<file path="src/rtl/spi_ram_slave_p_if.sv">
// Serial RAM port bundle: slave select, data in/out and frame status.
// The slave modport is used by the RAM; the master modport is used by whatever drives the link.
interface spi_ram_slave_p_if;
    logic SS_n;
    logic MOSI;
    logic MISO;
    logic busy;
    logic frame_done;
    logic frame_err;

    modport slave  (input SS_n, MOSI, output MISO, busy, frame_done, frame_err);
    modport master (output SS_n, MOSI, input MISO, busy, frame_done, frame_err);
endinterface

</file>
<file path="src/rtl/spi_ram_slave_p.sv">
// Bit-serial RAM slave: 2-bit command then address/data payload, one bit per clk, MSB first.
// Read data appears on MISO one turnaround cycle after the command; no backpressure, SS_n high aborts.
module spi_ram_slave_p #(
    parameter int DATA_WIDTH = 8,
    parameter int ADDR_WIDTH = 8,
    parameter int AUTO_INC   = 0
) (
    input  logic              clk,
    input  logic              rst,
    spi_ram_slave_p_if.slave  spi
);
    localparam int SW    = (DATA_WIDTH > ADDR_WIDTH) ? DATA_WIDTH : ADDR_WIDTH;
    localparam int CW    = $clog2(SW + 1);
    localparam int DEPTH = 1 << ADDR_WIDTH;

    typedef enum logic [2:0] {
        IDLE, START, CMD, WR_ADDR, WR_DATA, RD_ADDR, RD_DATA, HOLD
    } state_t;

    state_t                  state_q, state_d;
    logic [CW-1:0]           cnt_q, cnt_d;
    logic [SW-1:0]           shift_q, shift_d;
    logic                    cmd_hi_q, cmd_hi_d;
    logic [ADDR_WIDTH-1:0]   wr_addr_q, wr_addr_d;
    logic [ADDR_WIDTH-1:0]   rd_addr_q, rd_addr_d;
    logic                    armed_q, armed_d;
    logic                    miso_q, miso_d;
    logic                    done_q, done_d;
    logic                    err_q, err_d;

    logic [DATA_WIDTH-1:0]   mem [DEPTH];
    logic                    mem_we;
    logic [DATA_WIDTH-1:0]   mem_wdata;
    logic [DATA_WIDTH-1:0]   mem_rdata;
    logic [SW-1:0]           shift_in;
    logic                    framed;

    assign mem_rdata = mem[rd_addr_q];
    assign shift_in  = {shift_q[SW-2:0], spi.MOSI};
    assign framed    = (state_q != IDLE) && (state_q != HOLD);

    always_comb begin
        state_d   = state_q;
        cnt_d     = cnt_q;
        shift_d   = shift_q;
        cmd_hi_d  = cmd_hi_q;
        wr_addr_d = wr_addr_q;
        rd_addr_d = rd_addr_q;
        // A frame may only start once SS_n has been seen high after reset.
        armed_d   = armed_q | spi.SS_n;
        miso_d    = 1'b0;
        done_d    = 1'b0;
        err_d     = 1'b0;
        mem_we    = 1'b0;
        mem_wdata = shift_in[DATA_WIDTH-1:0];

        case (state_q)
            IDLE: begin
                cnt_d   = '0;
                shift_d = '0;
                if (!spi.SS_n && armed_q) state_d = START;
            end
            START: begin
                cnt_d   = '0;
                state_d = CMD;
            end
            CMD: begin
                if (cnt_q == '0) begin
                    cmd_hi_d = spi.MOSI;
                    cnt_d    = CW'(1);
                end else begin
                    cnt_d   = '0;
                    shift_d = '0;
                    case ({cmd_hi_q, spi.MOSI})
                        2'b00:   state_d = WR_ADDR;
                        2'b01:   state_d = WR_DATA;
                        2'b10:   state_d = RD_ADDR;
                        default: state_d = RD_DATA;
                    endcase
                end
            end
            WR_ADDR, RD_ADDR: begin
                shift_d = shift_in;
                if (cnt_q == CW'(ADDR_WIDTH - 1)) begin
                    if (state_q == WR_ADDR) wr_addr_d = shift_in[ADDR_WIDTH-1:0];
                    else                    rd_addr_d = shift_in[ADDR_WIDTH-1:0];
                    cnt_d   = '0;
                    done_d  = 1'b1;
                    state_d = HOLD;
                end else begin
                    cnt_d = cnt_q + CW'(1);
                end
            end
            WR_DATA: begin
                shift_d = shift_in;
                if (cnt_q == CW'(DATA_WIDTH - 1)) begin
                    mem_we  = 1'b1;
                    if (AUTO_INC != 0) wr_addr_d = wr_addr_q + ADDR_WIDTH'(1);
                    cnt_d   = '0;
                    done_d  = 1'b1;
                    state_d = HOLD;
                end else begin
                    cnt_d = cnt_q + CW'(1);
                end
            end
            RD_DATA: begin
                // cnt 0 is the turnaround cycle; cnt 1..DATA_WIDTH shift out.
                if (cnt_q == '0) begin
                    shift_d = SW'(mem_rdata);
                    cnt_d   = CW'(1);
                end else begin
                    miso_d  = shift_q[DATA_WIDTH-1];
                    shift_d = shift_q << 1;
                    if (cnt_q == CW'(DATA_WIDTH)) begin
                        if (AUTO_INC != 0) rd_addr_d = rd_addr_q + ADDR_WIDTH'(1);
                        cnt_d   = '0;
                        done_d  = 1'b1;
                        state_d = HOLD;
                    end else begin
                        cnt_d = cnt_q + CW'(1);
                    end
                end
            end
            HOLD: begin
                if (spi.SS_n) state_d = IDLE;
            end
            default: state_d = IDLE;
        endcase

        // SS_n rising before completion drops the frame without side effects.
        if (framed && spi.SS_n) begin
            state_d   = IDLE;
            cnt_d     = '0;
            shift_d   = '0;
            wr_addr_d = wr_addr_q;
            rd_addr_d = rd_addr_q;
            mem_we    = 1'b0;
            miso_d    = 1'b0;
            done_d    = 1'b0;
            err_d     = 1'b1;
        end
    end

    always_ff @(posedge clk) begin
        if (rst) begin
            state_q   <= IDLE;
            cnt_q     <= '0;
            shift_q   <= '0;
            cmd_hi_q  <= 1'b0;
            wr_addr_q <= '0;
            rd_addr_q <= '0;
            armed_q   <= 1'b0;
            miso_q    <= 1'b0;
            done_q    <= 1'b0;
            err_q     <= 1'b0;
        end else begin
            state_q   <= state_d;
            cnt_q     <= cnt_d;
            shift_q   <= shift_d;
            cmd_hi_q  <= cmd_hi_d;
            wr_addr_q <= wr_addr_d;
            rd_addr_q <= rd_addr_d;
            armed_q   <= armed_d;
            miso_q    <= miso_d;
            done_q    <= done_d;
            err_q     <= err_d;
        end
    end

    // Storage is deliberately outside reset so contents survive rst.
    always_ff @(posedge clk) begin
        if (mem_we && !rst) mem[wr_addr_q] <= mem_wdata;
    end

    assign spi.MISO       = miso_q;
    assign spi.busy       = (state_q != IDLE);
    assign spi.frame_done = done_q;
    assign spi.frame_err  = err_q;
endmodule

</file>
<file path="src/flat_wrapper.sv">
// flat-port wrapper written by rule: the top's interface ports become plain ports
module spi_ram_slave_p_flat 
#(
    parameter int DATA_WIDTH = 8,
    parameter int ADDR_WIDTH = 8,
    parameter int AUTO_INC   = 0
)
  (clk, rst, spi_SS_n, spi_MOSI, spi_MISO, spi_busy, spi_frame_done, spi_frame_err);
  spi_ram_slave_p_if spi_i ();
  input  logic clk;
  input  logic rst;
  input wire logic [$bits(spi_i.SS_n)-1:0] spi_SS_n;
  input wire logic [$bits(spi_i.MOSI)-1:0] spi_MOSI;
  output wire logic [$bits(spi_i.MISO)-1:0] spi_MISO;
  output wire logic [$bits(spi_i.busy)-1:0] spi_busy;
  output wire logic [$bits(spi_i.frame_done)-1:0] spi_frame_done;
  output wire logic [$bits(spi_i.frame_err)-1:0] spi_frame_err;
  assign spi_i.SS_n = spi_SS_n;
  assign spi_i.MOSI = spi_MOSI;
  assign spi_MISO = spi_i.MISO;
  assign spi_busy = spi_i.busy;
  assign spi_frame_done = spi_i.frame_done;
  assign spi_frame_err = spi_i.frame_err;
  spi_ram_slave_p #(.DATA_WIDTH(DATA_WIDTH), .ADDR_WIDTH(ADDR_WIDTH), .AUTO_INC(AUTO_INC)) u_core (.clk(clk), .rst(rst), .spi(spi_i));
endmodule
</file>
<file path="config.mk">
export PLATFORM = sky130hd
export DESIGN_NAME = spi_ram_slave_p_flat
export DESIGN_NICKNAME = d
export VERILOG_FILES = /design/src/rtl/spi_ram_slave_p_if.sv /design/src/rtl/spi_ram_slave_p.sv /design/src/flat_wrapper.sv
export SDC_FILE = /design/constraint.sdc
export NUM_CORES = 2
export LEC_CHECK = 0
export ABC_AREA = 1
export ABC_CLOCK_PERIOD_IN_PS = 3900
export CORE_MARGIN = 8
export CORE_UTILIZATION = 35
export DETAILED_ROUTE_END_ITERATION = 8
export GPL_ROUTABILITY_DRIVEN = 0
export PLACE_DENSITY = 0.48
export SLEW_MARGIN = 10
export SYNTH_ARGS = -nofsm -noshare
export SYNTH_HDL_FRONTEND = slang
export SYNTH_SLANG_ARGS = --single-unit
</file>
<file path="constraint.sdc">
create_clock -name clk -period 3.9 [get_ports clk]
set_input_delay 0.39 -clock clk [delete_from_list [all_inputs] [get_ports clk]]
set_output_delay 0.39 -clock clk [all_outputs]
set_load 0.05 [all_outputs]
</file>
* Yosys cells after proc, flatten, opt, wreduce, memory -nomap -nowiden *
Memories as Yosys holds them, arrays and structs flattened. A register that Yosys moved wholly into a read port is not among the register bits.
Index checks and enable logic that the tools add are counted.

word-level totals
  flip-flop bits (word level) = 36
  latch bits = 0
  bits in writable memories = 2,048
  ROM bits = 0
  input bits = 4
  output and inout port bits = 4
  logic and storage cells = 83
  memories = 1

operators by class
  add/sub/neg operators = 1
  $mul = 0
  div/mod/pow operators = 0
  magnitude comparators = 0
  equal/unequal tests = 18
  shifts and indexed selects = 0
  mux-type cells = 27
  bitwise logic cells = 4
  reduce and logical (&&, ||, !) cells = 22

memories
  memory      words  width  read ports  clocked after Yosys merged registers in  wr ports  line                   source
  u_core.mem  256    8      1           1                                        1         spi_ram_slave_p.sv:31  logic [DATA_WIDTH-1:0] mem [DEPTH];

operators with widths
  operator                                       number
  two-way mux 8 bit                              4
  one-hot mux 8 bit (4 select lines)             1
  two-way mux 3 bit                              6
  one-hot mux 3 bit (6 select lines)             1
  one-hot mux 4 bit (4 select lines)             1
  == test 3 bit, second input constant           4
  two-way mux 4 bit                              3
  two-way mux 1 bit                              9
  one-hot mux 3 bit (3 select lines)             1
  AND reduction 4 bit                            2
  nonzero test 4 bit                             2
  == test 3 x 2 -> 1 bit, second input constant  2
  != test 2 x 1 -> 1 bit, second input constant  3
  != test 2 bit, second input constant           3
  AND reduction 6 bit                            1
  OR reduction 2 bit                             3
  adder 4 x 1 -> 4 bit, second input constant    1
  == test 4 x 3 -> 1 bit, second input constant  1
  == test 4 bit, second input constant           1
  logical AND 1 bit                              4
  logical NOT 4 bit                              1
  AND reduction 2 bit                            2
  OR reduction 4 bit                             1
  == test 3 x 1 -> 1 bit, second input constant  1
  11 further kinds                               14

* Logic depth before layout (Yosys ltp) *
  depth after elaboration = 7
  gate-level depth with buffers = 17
  depth with buffers taken out = 13

* Worst setup path before layout *
Ideal clock, no wire load.

  path kind = reg-to-reg
  start point = register u_core.shift_q[0]
  end point = memory u_core.mem[0][1] (data pin)
  setup time = 866 ps
  arrival time = 3,445 ps
  required time = 3,034 ps
  slack = -410 ps
  stages on the path, launching flop included = 1
  path buffers = 0
  cell sequence = dfxtp_1

RTL lines
  what                    line                    source
  start, declared         spi_ram_slave_p.sv:22   logic [SW-1:0] shift_q, shift_d;
  start signal, assigned  spi_ram_slave_p.sv:159  shift_q <= shift_d;
  end, declared           spi_ram_slave_p.sv:31

Straight into the memory's write port.

* Worst setup path after layout *
  start point = register u_core.cnt_q[0]
  end point = memory u_core.mem[180][2] (enable)

between the ends
  word-level cells in the longest chain between the ends = 7

RTL lines
  what                                     line                    source
  start, declared                          spi_ram_slave_p.sv:21   logic [CW-1:0] cnt_q, cnt_d;
  start signal, assigned                   spi_ram_slave_p.sv:158  cnt_q <= cnt_d;
  == test 4 x 3 -> 1 bit                   spi_ram_slave_p.sv:96   if (cnt_q == CW'(DATA_WIDTH - 1)) begin
  two-way mux 1 bit                        spi_ram_slave_p.sv:96
  two-way mux 1 bit                        spi_ram_slave_p.sv:57   case (state_q)
  two-way mux 1 bit                        spi_ram_slave_p.sv:131  if (framed && spi.SS_n) begin
  logical AND 1 bit                        spi_ram_slave_p.sv:172  if (mem_we && !rst) mem[wr_addr_q] <= mem_wdata;
  two-way mux 1 bit                        spi_ram_slave_p.sv:172
  two-way mux 1 bit (not written as such)  spi_ram_slave_p.sv:172

Every way passes these cells.

==> impl_metrics.json <==
{
  "outcome": "finished, final reports clean",
  "via_count": 55278,
  "worst-setup-path-type": "register to register",
  "clkTransAtPathRegs_ps": 60,
  "clock_latency_ps": 860,
  "worstSetupStartpointType": "register",
  "io_buffers": 7,
  "routed_via_density": 5.28,
  "dieArea_sq_um": 258000,
  "period_minus_slack_ps": 3600,
  "clock-sinks": 2092,
  "drv_cap": 0,
  "setup_tns_ps": 0,
  "synth_top_area_frac": 0.725,
  "postCtsSetupBuffers": 0,
  "first_iter_violations": 5676,
  "critPathMaxFanout": 16,
  "skew_ps": 35.9,
  "n_fill_cell": 22891,
  "detail_route.first_pass.iterations": 8,
  "synth_top_area_cell": "edfxtp_1",
  "syn_avg_cell_area_sq_um": 11.8,
  "worstMarginPinSlew_ps": 1320,
  "cp.arrival_ps": 4090,
  "ys_warn_count": 0,
  "cp_num_buf_inv": 0,
  "drcViolationCount": 0,
  "synthTopCellsByArea": "edfxtp_1 73%, nand3_1 12%, nand2_1 9.3%",
  "cts.repair.resized": 0,
  "post-route-period-util": 0.923,
  "syn_to_final_growth_pct": 13.1,
  "grt_pass1_wl_mm": 373,
  "ant_nets": 0,
  "slew_headroom": 0.123,
  "cts_buffer_depth": 3,
  "ys_seq_elements": 2092,
  "min_path_type": "input pin to register",
  "ys_seq_area_frac": 0.736,
  "core_area_sq_um": 241000,
  "drive_gt1_frac": 0.0804,
  "max_stage_delay_ps": 840,
  "io_pins": 8,
  "grt_max_degree": 167,
  "crit_family": "simple AND/OR/NAND/NOR gates",
  "die_h_um": 508,
  "wire_per_inst_um": 24.5,
  "clock.fmax_mhz": 278,
  "antenna_found_initial": 9,
  "finish.utilization": 0.399,
  "tritoncts": "done",
  "final_max_slew_viol_count": 0,
  "synthCells": 7165,
  "rsz0062_at_grt": "false",
  "dp_hpwl_mm": 147,
  "synth_area_sq_um": 84800,
  "cp-end-kind": "register",
  "synth-edff-count": 2048,
  "leakage_nw": 34.2,
  "globalRouteOverflowTotal": 0,
  "numCtsBuffers": 215,
  "required_ps": 4390,
  "peakVddDrop_mv": 0.343,
  "async_reset_ff_frac": 0,
  "totalWireLength_mm": 257,
  "htree_levels": 4,
  "path_cells": "ha_1 > nand2_1 > nor2_1 > nand4_4 > nor3_4 > nand2_4 > nor2_1",
  "yosysMostFrequentCell": "nand2_1",
  "hold_viol": 0,
  "p_per_area_nw_per_um2": 477,
  "grt_pass1_vias": 53976,
  "setup_violations": 0,
  "grtUsageTotal": 0.194,
  "yosysUniqueCellTypes": 29,
  "crit_path_frequent_cell": "nor2_1",
  "std_cell_rows": 180,
  "num-nets-final": 7122,
  "root_buffer": "clkbuf_16",
  "syn-num-nets": 7174,
  "start_util": 0.352,
  "ys.flop_type": "edfxtp_1",
  "worst_path_max_delay_cell": "nor3_4",
  "die_x_um": 508,
  "synth_common_cells": "2105 x nand2_1, 2050 x nand3_1, 2048 x edfxtp_1"
}
==> through the flow <==
stage	power [mW]	hold WS (ps)	instance area (sq um)	std cells	worst slack (ps)
3_5_place_dp	26.1	443	89100	10080	111
6_report	45.8	278	95900	10473	300
2_1_floorplan	25.6	418	84800	7165	1380
5_1_grt	47.1	247	95900	10471	141
3_3_place_gp	26.1	435	89100	10077	156
4_1_cts	46.2	219	95900	10471	280
==> layer usage <==
| metal | global-route usage | wire length [um] | vias to the layer above | part of all wire |
|---|---|---|---|---|
| met2 | 0.311 | 119000 | 1944 | 0.46 |
| met5 | 0 | 56 | - | 0.00022 |
| met3 | 0.0319 | 17200 | 409 | 0.067 |
| met4 | 0.0540 | 7420 | 8 | 0.029 |
| met1 | 0.272 | 114000 | 27543 | 0.44 |
| li1 | - | - | 25374 | - |
==> layout make-up <==
type / instances / area, sq um / share of cell area
Tap cell: 3185 / 3990 / 0.0415
Sequential cell: 2092 / 62400 / 0.651
Inverter: 55 / 231 / 0.00241
Clock inverter: 113 / 1140 / 0.0119
Multi-Input combinational cell: 4532 / 20000 / 0.209
Clock buffer: 277 / 5670 / 0.0591
Antenna cell: 2 / 5.00 / 0.0000522
Timing Repair Buffer: 217 / 2440 / 0.0254
==> state kept, by name, indices dropped and copies added (netlist names), named ones only <==
register               count
u_core.cnt_q               4
u_core.spi.MISO            1
u_core.cmd_hi_q            1
u_core.armed_q             1
u_core.shift_q             8
u_core.wr_addr_q           8
u_core.spi.frame_done      1
u_core.state_q             3
u_core.rd_addr_q           8
u_core.mem              2048
u_core.spi.frame_err       1
==> timing repair <==
item	CTS	global route
hold buffers	1	0
endpoints found under the setup margin	0	0
hold endpoints to repair	3	0
==> worst reg2reg max path, delay by kind of cell (launching register included) <==
family	cells	cell delay [ps]
flip-flops	1	380
adder cells (fa/ha/maj)	1	180
AND/OR/NAND/NOR	6	2670
==> cell families after synthesis <==
group | after synthesis | share of synthesized area
adder cells (fa/ha/maj) | 5 | 0.000738
flip-flops | 2092 | 0.736
buffers and inverters | 541 | 0.0287
AO/OA/AOI/OAI | 41 | 0.00304
AND/OR/NAND/NOR | 4486 | 0.232
==> where the power goes <==
| part | internal [mW] | leakage (nW) | switching [mW] |
|---|---|---|---|
| registers | 24.7 | 21.8 | 0.123 |
| logic | 0.145 | 9.13 | 0.652 |
| clock network | 11.4 | 3.31 | 8.74 |
| total | 36.3 | 34.2 | 9.51 |
==> cell usage in the layout (no fill, tap or decap), types with 4 or more instances in the layout <==
| cell | instances |
|---|---|
| nand2_1 | 2089 |
| bufinv_16 | 18 |
| clkinv_8 | 5 |
| nor3_4 | 4 |
| clkdlybuf4s50_1 | 6 |
| clkinv_1 | 41 |
| buf_12 | 61 |
| nand2_4 | 17 |
| edfxtp_1 | 2048 |
| clkbuf_16 | 216 |
| nor2_1 | 276 |
| dfxtp_1 | 32 |
| clkinvlp_4 | 6 |
| clkbuf_8 | 4 |
| nor2_2 | 26 |
| nand3_1 | 2050 |
| a21oi_1 | 10 |
| ha_1 | 5 |
| buf_4 | 145 |
| clkbuf_1 | 57 |
| clkinv_2 | 33 |
| buf_8 | 4 |
| inv_1 | 49 |
| a211oi_1 | 18 |
| inv_6 | 4 |
| o21ai_0 | 9 |
| nand2_2 | 15 |
| dfxtp_4 | 11 |
==> final timing paths <==
check / start / to / slack, ps / cells past startpoint
max: u_core.cnt_q[0]$_SDFFE_PP0P_ / u_core.mem[180][2]$_DFFE_PP_ / 300 / 7
min: spi_SS_n / u_core.armed_q$_SDFF_PP0_ / 280 / 3
max reg2reg: u_core.cnt_q[0]$_SDFFE_PP0P_ / u_core.mem[180][2]$_DFFE_PP_ / 300 / 7
min reg2reg: u_core.rd_addr_q[2]$_SDFFE_PP0P_ / register / 450 / 2
No activity file was read; power rests on OpenSTA's default activity.
